`src/rtl/arb_pkg.sv`:
```
// Shared arbitration constants and state type for the rr_arbiter_8 slice and
// the downstream grant decoder.
package arb_pkg;
    localparam int N_REQ        = 8;
    localparam int IDX_W        = 3;
    localparam int MAX_HOLD_DEF = 16;

    typedef enum logic [0:0] {
        IDLE  = 1'b0,
        GRANT = 1'b1
    } arb_state_e;
endpackage

```
`src/rtl/rr_pick.sv`:
```
// Combinational round-robin picker: first set request at or after ptr,
// searching upward modulo N_REQ.
module rr_pick
    import arb_pkg::*;
(
    input  logic [N_REQ-1:0] req,
    input  logic [IDX_W-1:0] ptr,
    output logic             found,
    output logic [IDX_W-1:0] idx
);

    logic [2*N_REQ-1:0] dbl_s;
    logic [N_REQ-1:0]   rot_s;
    logic [IDX_W-1:0]   enc_s;

    // Rotating the doubled vector puts req[ptr] at bit 0.
    assign dbl_s = {req, req} >> ptr;
    assign rot_s = dbl_s[N_REQ-1:0];

    // Fixed-priority encode of the rotated vector, lowest bit wins.
    always_comb begin
        enc_s = {IDX_W{1'b0}};
        for (int i = N_REQ - 1; i >= 0; i--) begin
            if (rot_s[i]) begin
                enc_s = IDX_W'(i);
            end else begin
                enc_s = enc_s;
            end
        end
    end

    assign found = |req;
    assign idx   = enc_s + ptr;

endmodule

```
`src/rtl/rr_arbiter_8.sv`:
```
// Eight-way round-robin arbiter with bounded grant tenure and a registered
// grant index that drives the downstream one-hot decoder.
module rr_arbiter_8
    import arb_pkg::*;
#(
    parameter int MAX_HOLD = MAX_HOLD_DEF,
    parameter int CNT_W    = 5
) (
    input  logic             clk,
    input  logic             rst_n,
    input  logic [N_REQ-1:0] req,
    input  logic             release_i,
    output logic [IDX_W-1:0] grant_idx,
    output logic             grant_valid,
    output logic             timeout
);

    localparam logic [CNT_W-1:0] HOLD_LAST = CNT_W'(MAX_HOLD - 1);

    arb_state_e       state_r;
    logic [IDX_W-1:0] ptr_r;
    logic [CNT_W-1:0] hold_cnt_r;
    logic             found_s;
    logic [IDX_W-1:0] pick_idx_s;

    rr_pick u_pick (
        .req   (req),
        .ptr   (ptr_r),
        .found (found_s),
        .idx   (pick_idx_s)
    );

    // Arbitration FSM with pointer, tenure counter and registered outputs.
    always_ff @(posedge clk or negedge rst_n) begin
        if (!rst_n) begin
            state_r     <= IDLE;
            ptr_r       <= {IDX_W{1'b0}};
            hold_cnt_r  <= {CNT_W{1'b0}};
            grant_idx   <= {IDX_W{1'b0}};
            grant_valid <= 1'b0;
            timeout     <= 1'b0;
        end else begin
            timeout <= 1'b0;
            case (state_r)
                IDLE: begin
                    if (found_s) begin
                        grant_idx   <= pick_idx_s;
                        grant_valid <= 1'b1;
                        ptr_r       <= pick_idx_s + IDX_W'(1);
                        hold_cnt_r  <= {CNT_W{1'b0}};
                        state_r     <= GRANT;
                    end else begin
                        grant_valid <= 1'b0;
                    end
                end
                GRANT: begin
                    // Release and withdrawal outrank the hold limit, so a
                    // coincident limit never reports a timeout.
                    if (release_i || !req[grant_idx]) begin
                        grant_valid <= 1'b0;
                        hold_cnt_r  <= {CNT_W{1'b0}};
                        state_r     <= IDLE;
                    end else if (hold_cnt_r == HOLD_LAST) begin
                        grant_valid <= 1'b0;
                        hold_cnt_r  <= {CNT_W{1'b0}};
                        timeout     <= 1'b1;
                        state_r     <= IDLE;
                    end else begin
                        hold_cnt_r  <= hold_cnt_r + CNT_W'(1);
                    end
                end
                default: begin
                    grant_valid <= 1'b0;
                    hold_cnt_r  <= {CNT_W{1'b0}};
                    state_r     <= IDLE;
                end
            endcase
        end
    end

endmodule

```
`config.mk`:
```
export PLATFORM = sky130hd
export DESIGN_NAME = rr_arbiter_8
export DESIGN_NICKNAME = d
export VERILOG_FILES = /design/src/rtl/arb_pkg.sv /design/src/rtl/rr_pick.sv /design/src/rtl/rr_arbiter_8.sv
export SDC_FILE = /design/constraint.sdc
export NUM_CORES = 1
export LEC_CHECK = 0
export ABC_AREA = 1
export BUFFER_PORTS_ARGS = -buffer_cell sky130_fd_sc_hd__clkbuf_2
export CORE_MARGIN = 2
export CORE_UTILIZATION = 40
export DETAILED_ROUTE_END_ITERATION = 16
export PLACE_DENSITY_LB_ADDON = 0.3
export SLEW_MARGIN = 20
export SYNTH_ARGS = -nofsm -noshare
export SYNTH_HDL_FRONTEND = slang
export SYNTH_SLANG_ARGS = --single-unit
```
`constraint.sdc`:
```
create_clock -name clk -period 2.75 [get_ports clk]
set_input_delay 0.1375 -clock clk [delete_from_list [all_inputs] [get_ports clk]]
set_output_delay 0.1375 -clock clk [all_outputs]
set_load 0.005 [all_outputs]
```
==> results.txt, run 1 <==
status - finished clean
largest net degree at the start of global routing - 15
Max Freq - 0.3743 GHz
htree depth - 1
layout cell share with drive strength beyond 1 - 38.35%
Place WS - -0.04064 ns
CP Class - flip-flop to flip-flop
YS warnings - 0
TritonCTS clock tree - done
Slew HR - 51.17%
post-synthesis sequential area ratio - 28.60%
GRT Total Usage - 17.05%
fin nets - 223
Arr. time, crit path - 2.83 ns
Worst Min Path Start - release_i
crit path to - ptr_r[2]
crit-path cells - buf_12, nand2_4, nand3_2, nand3_2, nand2_2, o21bai_1, nand2_1, nand2_1, nand2_1, a21boi_1, ha_2, fa_1, ha_2, inv_2, nand2_1, o21ai_1, inv_1, nand2_1, nand2_1
core area - 2978 um^2
Routed WL - 3.038 mm
final period utilization - 97.16%
CP Capture Type - flip-flop
Clk pwr share - 5.4%
Diodes inserted - 0
clk slew on worst S/H paths - 0.07 ns
synth unique cells - 26
Final WS setup - 0.07815 ns
setup TNS - 0 ns
startpoint type of the worst setup path - flip-flop
CTS Root Cell - clkbuf_4
boundary pin count - 16
R2R depth - 19
initial antenna violation count - 0
Leak Pwr - 0.8207 nW
final core utilization - 52.77%
unrepaired setup endpoints after global routing - true
clk_lat worst skew - 0.27 ns
Die Area - 3521 um^2
DRC viols - 0
post-synth top area cell - dfrtp_1
Hold Crit Class - primary input to flip-flop
synthesized area per cell - 6.805 um^2
initial core utilization - 41.13%
die width - 59.34 um
Reg2Reg Capture Point - ptr_r[2]
Combinational Power Share - 76.1%
largest cells by area after synthesis - dfrtp_1 (29%), nand2_1 (17%), nand3_1 (9.0%), nand3_2 (7.4%), nand2_2 (5.6%)
Iter 0 DRT Violations - 119
clock buffer depth - 2
Post-DRT Antenna Nets - 0
max cap viols - 0
Slew @ Worst Pin - 0.7298 ns
flop2flop setup slack - 0.08 ns
Crit path required time - 2.91 ns
synthesized net count - 195
Rows - 20
PwrDens - 1248 nW/um^2
Yosys top cell area share - 28.60%
per-cell routed wire length - 12.71 um
Via density - 5.222
slowest stage cell, crit path - fa_1
crit path time final - 2.672 ns
Seq cells post-synth - 14
CTS buffer count - 3
RePlAce Congestion - 0.8108
sw frac - 51.98%
Switch Pwr - 1.020 mW
Final Hold Fails - 0
Die Ht - 59.34 um
CP peak stage delay - 0.50 ns
Clock Sinks - 14
Seq pwr share - 18.5%
crit path launch - ptr_r[0]
Layout fillers - 303
mapped cell area - 1225 um^2
GRT overflow - 0
cells after synthesis - 180
first-pass GRT wire length - 4.574 mm
via count - 1,248
Setup Skew - 0.003090 ns
internal power - 0.9421 mW
Worst IR Drop VDD - 0.5769 mV
most used cell, CP - nand2_1
drt first pass iters - 4
Layout Area Growth over Synthesis - 28.29%
final number of max-transition violations - 0
crit-path max FO - 4
Port Buffer Count - 15
R2R Path Start - ptr_r[0]
DP HPWL - 2.155 mm
Setup-failing EPs final - 0
vias in the first global route - 1,072
-- worst max-delay path, delay by kind of cell, from the launching register on --
| kind | cells | cell delay, ns |
|---|---|---|
| and+or+nand+nor | 10 | 0.61 |
| AOI/OAI and AO/OA | 3 | 0.31 |
| adders and majority gates | 3 | 0.88 |
| DFF | 1 | 0.48 |
| buffers and inverters | 3 | 0.27 |
-- cell usage after synthesis --
| cell type | count |
|---|---|
| a21boi_0 | 1 |
| a21boi_1 | 1 |
| a21oi_1 | 4 |
| buf_2 | 1 |
| buf_4 | 2 |
| buf_6 | 1 |
| dfrtp_1 | 14 |
| fa_1 | 1 |
| ha_1 | 3 |
| inv_1 | 18 |
| inv_4 | 1 |
| inv_6 | 1 |
| nand2_1 | 55 |
| nand2_2 | 11 |
| nand3_1 | 22 |
| nand3_2 | 9 |
| nand4_1 | 4 |
| nor2_1 | 12 |
| nor2_2 | 2 |
| nor2_4 | 1 |
| o21a_1 | 1 |
| o21ai_0 | 7 |
| o21ai_1 | 3 |
| o21bai_1 | 2 |
| xnor2_1 | 1 |
| xor2_1 | 2 |
-- cell usage in the layout (no fill, tap or decap), types with 8 or more instances in the layout --
master    synthesis  final
nand2_2          11     16
nand3_1          22     13
inv_1            18     17
buf_4             2      8
clkbuf_2          0     15
dfrtp_1          14     12
nand2_1          55     44
nor2_1           12     12
nand3_2           9     15
-- how the worst min path moves through the flow --
stage                    endpoint  cells past startpoint
floorplan            grant_idx[0]                      0
global placement    hold_cnt_r[4]                      1
detailed placement  hold_cnt_r[4]                      1
CTS                       timeout                      6
global route              state_r                      2
finish                    timeout                      6
-- power by group through the flow --
stage               registers, mW  logic [mW]  clock network [mW]
finish                      0.363        1.49               0.106
global route                0.371        1.69               0.127
CTS                         0.379        1.18               0.113
detailed placement          0.379        1.17                   0
floorplan                   0.331       0.986                   0
global placement            0.380        1.17                   0
-- cells by family after synthesis --
family | synth area share, %
xor gates and xnor gates | 2.145
and+or+nand+nor | 46.48
AOI/OAI and AO/OA | 8.784
buffers and inverters | 9.294
DFF | 28.60
adders and majority gates | 4.699
-- state kept, by name, indices dropped and copies added (netlist names) --
register / flops
grant_idx: 3
grant_valid: 1
hold_cnt_r: 5
ptr_r: 3
state_r: 1
timeout: 1
-- through the flow --
stage | instances | total power, mW | area [um^2] | hold WS [ns]
finish | 239 | 1.962 | 1572 | 0.2545
global route | 239 | 2.184 | 1572 | 0.2969
CTS | 230 | 1.673 | 1360 | 0.2527
detailed placement | 226 | 1.548 | 1325 | 0.05727
global placement | 226 | 1.548 | 1325 | 0.05344
floorplan | 180 | 1.317 | 1225 | -0.1581
-- final cells by class --
class                      instances  area, um^2  share of cell area (%)
multi-input combinational        142       890.9                   56.69
timing repair buffer              26       176.4                   11.23
clock buffer                       3       22.52                   1.433
sequential                        14       352.8                   22.45
timing repair inverter             1       5.005                  0.3185
inverter                          20       82.58                   5.255
tap                               33       41.29                   2.627
-- layer usage --
metal / up-vias / wire, um / track usage (%)
met5: - / 0 / 0
met4: 0 / 26 / 2.922
met3: 4 / 150 / 4.367
met2: 36 / 1489 / 28.57
met1: 570 / 1371 / 22.42
li1: 638 / - / -
-- what timing repair did --
item | 4_1_cts | 5_1_grt
pin swaps | 0 | 20
hold buffers | 1 | 0
gates cloned | 0 | 1
gates resized for setup | 2 | 39
buffers inserted | 0 | 8
endpoints found under the hold margin | 14 | 0
endpoints found under the setup margin | 1 | 3
(Power assumes the default switching activity.)
==> inputs of run 2 (changes only) <==
- SYNTH_HIERARCHICAL: not set -> 1
==> run 2 against run 1 <==
The run now ends with negative setup slack left. Clock power increased by 43%. Flip-flop and latch count unchanged. Area after synthesis increased by 2.5%. Maximum frequency decreased by 2.9%. Cell area increased by 0.96%. Wire length decreased by 0.86%. Register-to-register slack got worse by 0.08 ns. Total power increased by 13%. Hold slack got worse by 0.12 ns. First-iteration DRC count decreased by 8.4%. Utilization decreased by 0.38 points. Largest cell class unchanged. Largest power group unchanged.
==> results.txt, run 2 <==
status - finished, violations left
failing checks - negative setup slack
largest net degree at the start of global routing - 15 (unchanged)
Layout Cells excl Fill - 260 (+8.8%)
dpl cells - 249 (+10%)
final number of max-transition violations - 0 (unchanged)
Seq cells post-synth - 14 (unchanged)
FFs w/ async S/R, synth - 100.0% (unchanged)
Post-synth EDFFs - 0 (unchanged)
Final Power - 2.210 mW (+13%)
mapped cell area - 1255 um^2 (+2.5%)
most common cell in the netlist - nand2_1
Max Freq - 0.3634 GHz (-2.9%)
Die Area - 3601 um^2 (+2.3%)
layout cell share with drive strength beyond 1 - 37.96% (-0.39 points)
final period utilization - 100.1% (+2.9 points)
Port Buffer Count - 15 (unchanged)
GRT Total Usage - 17.93% (+0.87 points)
first-pass GRT wire length - 4.919 mm (+7.5%)
Crit path required time - 2.92 ns (about the same)
via count - 1,250 (+0.16%)
Layout Area Growth over Synthesis - 26.42%
most used cell, CP - nand2_1
fin nets - 232 (+4.0%)
Clock Sinks - 14 (unchanged)
max cap viols - 0 (unchanged)
boundary pin count - 16 (unchanged)
Routed WL - 3.012 mm (-0.86%)
Setup-failing EPs final - 1 (+1)
post-synth top area cell - dfrtp_1
slowest stage cell, crit path - dfrtp_2
per-cell routed wire length - 11.58 um (-8.9%)
Diodes inserted - 0 (unchanged)
clk_lat worst skew - 0.29 ns (+0.02 ns)
Slew @ Worst Pin - 0.3564 ns (-0.3734 ns)
synthesized area per cell - 6.784 um^2 (-0.32%)
cells after synthesis - 185 (+2.8%)
Die Ht - 60.01 um (+1.1%)
drt first pass iters - 4 (unchanged)
Leak Pwr - 0.8383 nW (+2.2%)
RePlAce Congestion - 0.8702 (+7.3%)
Layout fillers - 317 (+4.6%)
Slew HR - 76.24% (+25 points)
Yosys top cell area share - 27.92% (-0.68 points)
Via density - 4.808 (-7.9%)
DP HPWL - 2.247 mm (+4.3%)
CP peak stage delay - 0.48 ns (-0.02 ns)
Arr. time, crit path - 2.92 ns (+0.09 ns)
startpoint type of the worst setup path - flip-flop
synthesized net count - 200 (+2.6%)
Post-DRT Antenna Nets - 0 (unchanged)
most common cell after layout, fill and taps aside - nand2_1
worst hold margin - 0.1340 ns (-0.1204 ns)
Finished Cell Area - 1587 um^2 (+0.96%)
crit-path cells - buf_6, nand2_4, nand3_2, nand2_2, nand2_2, nand2_1, nand2_1, nand2_1, nand2_1, nand2_1, nand2_1, a21oi_2, ha_2, inv_2, fa_2, xor2_1, nand3b_1, nand2_1, inv_2, xnor2_2, o21ai_1
Reg with most FFs - hold_cnt_r
setup TNS - -0.001967 ns (-0.001967 ns)
Placement Cell Area - 1415 um^2 (+6.8%)
htree depth - 1 (unchanged)
Final WS setup - -0.001967 ns (-0.08011 ns)
YS warnings - 6 (+6)
Setup Skew - 0.006677 ns (+0.003587 ns)
final core utilization - 52.40% (-0.38 points)
Worst IR Drop VDD - 0.5700 mV (-1.2%)
PwrDens - 1393 nW/um^2 (+12%)
clock buffer depth - 2 (unchanged)
Final Hold Fails - 0 (unchanged)
Rows - 20 (unchanged)
post-synthesis sequential area ratio - 27.92% (-0.68 points)
synth unique cells - 30 (+15%)
core area - 3028 um^2 (+1.7%)
most frequent cells in the layout - nand2_1 (68), nand2_2 (20), nand3_1 (17), clkbuf_2 (15), dfrtp_1 (13)
TritonCTS clock tree - done
die width - 60.01 um (+1.1%)
clk slew on worst S/H paths - 0.09 ns (+0.02 ns)
CP Capture Type - flip-flop
initial antenna violation count - 0 (unchanged)
Largest register FFs - 5 (unchanged)
Place WS - -0.1043 ns (-0.06367 ns)
CP Class - flip-flop to flip-flop
unrepaired setup endpoints after global routing - true
initial core utilization - 41.45% (+0.31 points)
CTS buffer count - 3 (unchanged)
DRC viols - 0 (unchanged)
largest cells by area after synthesis - dfrtp_1 (28%), nand2_1 (23%), nand3_1 (7.6%), nand2_2 (6.5%), nand3_2 (5.6%)
GRT overflow - 0 (unchanged)
Regs by FF count - hold_cnt_r: 5 flops, grant_idx: 3 flops, ptr_r: 3 flops
crit path time final - 2.752 ns (+0.08011 ns)
crit-path max FO - 5 (+1)
CTS Root Cell - clkbuf_4
Post-synth top cells - nand2_1 (77), nand3_1 (19), dfrtp_1 (14)
Iter 0 DRT Violations - 109 (-8.4%)
vias in the first global route - 1,142 (+6.5%)
Synth Flop Type - dfrtp_1
Hold Crit Class - primary input to flip-flop
[run 2: cell count changes after synthesis, moves of 2 or more]
cell and change:
a21oi_1 -3, nand3_2 -2, o21ai_0 -6, nand3_1 -3
nor2_1 -6, o21ai_2 +2, inv_1 -5, nand2_2 +2
nand2_1 +22, nor4_1 +2
[run 2: final timing paths]
check	startpoint	to	slack (ns)	cells past startpoint
max	ptr_r[0]	ptr_r[2]	-0.002	21
max in group asynchronous	rst_n	ptr_r[0]	2.19	2
max reg2reg	ptr_r[0]	ptr_r[2]	-0.002	21
min reg2reg	hold_cnt_r[1]	hold_cnt_r[1]	0.52	2
min	release_i	hold_cnt_r[4]	0.13	4
min in group asynchronous	rst_n	hold_cnt_r[0]	0.28	2
[run 2: timing repair]
item | in CTS | in global routing
resized for setup | 1 | 27
setup buffers | 0 | 6
endpoints found under the hold margin | 14 | 0
setup endpoints to repair | 1 | 3
pin swaps | 0 | 14
hold buffers | 1 | 0
[run 2: layer usage]
metal / vias to the layer above / track usage (%) / share of wire (%)
met4: 0 / 2.857 / 0.30
met2: 22 / 29.66 / 49
met3: 2 / 3.896 / 2.9
met1: 564 / 24.36 / 48
met5: - / 0 / 0
li1: 662 / - / -
[run 2: logic make-up after synthesis]
kind of cell,share of synthesized area [%]
buf+inv,7.976
fa+ha+maj,4.587
compound gates,6.980
xor+xnor,2.094
simple gates,50.45
flops,27.92
[run 2: power by group]
group | total [mW] | leakage (nW) | internal, mW | switching (mW)
clock | 0.152 | 0.0210 | 0.0806 | 0.0709
sequential | 0.367 | 0.178 | 0.282 | 0.0847
combinational | 1.69 | 0.639 | 0.764 | 0.927
[run 2: worst max-delay path, delay by kind of cell, from the launching register on]
family	cells	cell delay (ns)
compound gates	2	0.23
fa+ha+maj	2	0.55
flops	1	0.48
buf+inv	3	0.26
simple gates	12	0.83
xor+xnor	2	0.29
[run 2: cell type report]
class | instances | area [um^2] | area share (%)
well taps | 44 | 55.05 | 3.470
multi-input cells | 152 | 875.8 | 55.21
flip-flops and latches | 14 | 351.6 | 22.16
clock buffers | 4 | 36.28 | 2.287
repair buffers | 30 | 197.7 | 12.46
inverters | 16 | 70.07 | 4.416
==> inputs of run 3 (changes only) <==
- SKIP_LAST_GASP: not set -> 1
- TNS_END_PERCENT: not set -> 20
==> run 3 against run 2 <==
The flow still finishes with violations (negative setup slack). Maximum frequency barely moved. Worst setup slack improved by 0.00085 ns. Hold slack improved by 0.0044 ns. Cell count fell by 0.38%. First-iteration DRC count fell by 16%. Global-route usage did not move. Clock skew fell by 0.0035 ns. Non-clock buffer count fell by 1. Critical path depth did not move. Cell area fell by 1.3%. Combinational power fell by 9%. Largest power group unchanged. Highest routed layer unchanged.
==> results.txt, run 3 (same netlist as run 2, synthesis figures left out) <==
Slew HR - 76.36% (+0.12 points)
layout cell share with drive strength beyond 1 - 36.74% (-1.2 points)
Hold Path End - hold_cnt_r[4]
Clock Sinks - 14 (unchanged)
area of the multi-input gates - 863.3 um^2 (-1.4%)
Final Hold Fails - 0 (unchanged)
Arr. time, crit path - 2.92 ns (about the same)
final period utilization - 100.0% (about the same)
Crit path required time - 2.92 ns (about the same)
per-cell routed wire length - 11.41 um (-1.5%)
Iter 0 DRT Violations - 92 (-16%)
initial antenna violation count - 0 (unchanged)
clk slew on worst S/H paths - 0.09 ns (about the same)
DRC viols - 0 (unchanged)
Setup Skew - 0.003205 ns (-0.003472 ns)
status - finished, violations left
CTS buffer count - 3 (unchanged)
R2R depth - 21 (unchanged)
PwrDens - 1316 nW/um^2 (-5.5%)
core area - 3028 um^2 (unchanged)
fin nets - 231 (-0.43%)
failing checks - negative setup slack
crit-path max FO - 5 (unchanged)
Leak Pwr - 0.8327 nW (-0.67%)
RePlAce Congestion - 0.8702 (unchanged)
boundary pin count - 16 (unchanged)
clock buffer depth - 2 (unchanged)
Final WS setup - -0.001113 ns (+0.0008542 ns)
Regs by FF count - hold_cnt_r: 5 flops, grant_idx: 3 flops, ptr_r: 3 flops
die width - 60.01 um (unchanged)
Worst Hold Depth - 4 (unchanged)
Post-DRT Antenna Nets - 0 (unchanged)
R2R Path Start - ptr_r[0]
unrepaired setup endpoints after global routing - true
max cap viols - 0 (unchanged)
TritonCTS clock tree - done
Via density - 4.799 (-0.18%)
Reg with most FFs - hold_cnt_r
CP Class - flip-flop to flip-flop
GRT Total Usage - 17.93% (unchanged)
crit path time final - 2.751 ns (-0.0008542 ns)
Sequential cell area - 351.6 um^2 (unchanged)
Max Freq - 0.3635 GHz (about the same)
via count - 1,243 (-0.56%)
CP Capture Type - flip-flop
Rows - 20 (unchanged)
Die Ht - 60.01 um (unchanged)
GRT overflow - 0 (unchanged)
Diodes inserted - 0 (unchanged)
most frequent cells in the layout - nand2_1 (69), nand2_2 (19), nand3_1 (17), clkbuf_2 (15), dfrtp_1 (13)
worst hold margin - 0.1384 ns (+0.004398 ns)
htree depth - 1 (unchanged)
Worst Min Path Start - release_i
initial core utilization - 41.45% (unchanged)
Die Area - 3601 um^2 (unchanged)
final number of max-transition violations - 0 (unchanged)
Hold Crit Class - primary input to flip-flop
Layout fillers - 318 (+0.32%)
final core utilization - 51.74% (-0.66 points)
first-pass GRT wire length - 4.919 mm (unchanged)
Reg2Reg Capture Point - ptr_r[2]
Worst IR Drop VDD - 0.4898 mV (-14%)
flop2flop setup slack - -0.001 ns (about the same)
most common cell after layout, fill and taps aside - nand2_1
Setup-failing EPs final - 1 (unchanged)
Port Buffer Count - 15 (unchanged)
drt first pass iters - 4 (unchanged)
DP HPWL - 2.247 mm (unchanged)
Largest register FFs - 5 (unchanged)
Slew @ Worst Pin - 0.3545 ns (-0.001832 ns)
CTS Root Cell - clkbuf_4
largest net degree at the start of global routing - 15 (unchanged)
Layout Area Growth over Synthesis - 24.83%
startpoint type of the worst setup path - flip-flop
vias in the first global route - 1,142 (unchanged)
clk_lat worst skew - 0.28 ns (about the same)
Routed WL - 2.956 mm (-1.9%)
run 3: cell types whose count changed in the layout (fill, tap and decap cells not counted), sizes merged:
cell	before	now
buf	14	13
run 3: metal layers:
layer	global-route usage [%]	share of wire, %	routed length, um	up-vias
li1	-	-	-	658
met1	24.36	48	1409	557
met2	29.66	48	1420	24
met3	3.896	3.1	92	4
met4	2.857	1.1	33	0
met5	0	0	0	-
run 3: area by class of cell:
class	instances	area share (%)
inverter	16	4.473
clock buffer	4	2.316
sequential	14	22.44
tap	44	3.514
multi-input combinational	152	55.11
timing repair buffer	29	12.14
run 3: where the power goes:
group          total (mW)  switching (mW)  internal, mW
clock network       0.150          0.0690        0.0806
registers           0.367          0.0847         0.282
logic                1.54           0.876         0.669
run 3: what timing repair did:
item	4_1_cts	5_1_grt
pin swaps	0	13
endpoints found under the hold margin	14	0
gates resized for setup	1	24
buffers inserted	0	5
hold buffers	1	0
endpoints found under the setup margin	1	3
run 3: worst max-delay path by stage:
stage / endpoint / start
floorplan: ptr_r[2] / ptr_r[0]
global placement: ptr_r[2] / ptr_r[0]
detailed placement: ptr_r[2] / ptr_r[0]
CTS: ptr_r[2] / ptr_r[0]
global route: ptr_r[2] / ptr_r[0]
finish: ptr_r[2] / ptr_r[0]
run 3: through the flow:
step	instance area (um^2)	setup TNS (ns)	total power, mW	setup slack, ns	instances
finish	1567	-0.001113	2.061	-0.001113	259
global route	1567	-0.3932	2.310	-0.1849	259
CTS	1463	0	1.855	0.01650	254
detailed placement	1415	-0.1043	1.694	-0.1043	249
global placement	1415	-0.04463	1.681	-0.04463	249
floorplan	1255	0	1.360	0.2704	185
run 3: worst max-delay path, stage by stage, from the launching register on:
cell	delay [ns]
dfrtp_2	0.48
buf_6	0.17
nand2_4	0.06
nand3_2	0.07
nand2_2	0.10
nand2_2	0.06
nand2_1	0.07
nand2_1	0.04
nand2_1	0.05
nand2_1	0.04
nand2_1	0.06
nand2_1	0.06
a21oi_2	0.14
ha_2	0.18
inv_2	0.04
fa_2	0.37
xor2_1	0.15
nand3b_1	0.15
nand2_1	0.07
inv_2	0.05
xnor2_2	0.14
o21ai_1	0.09
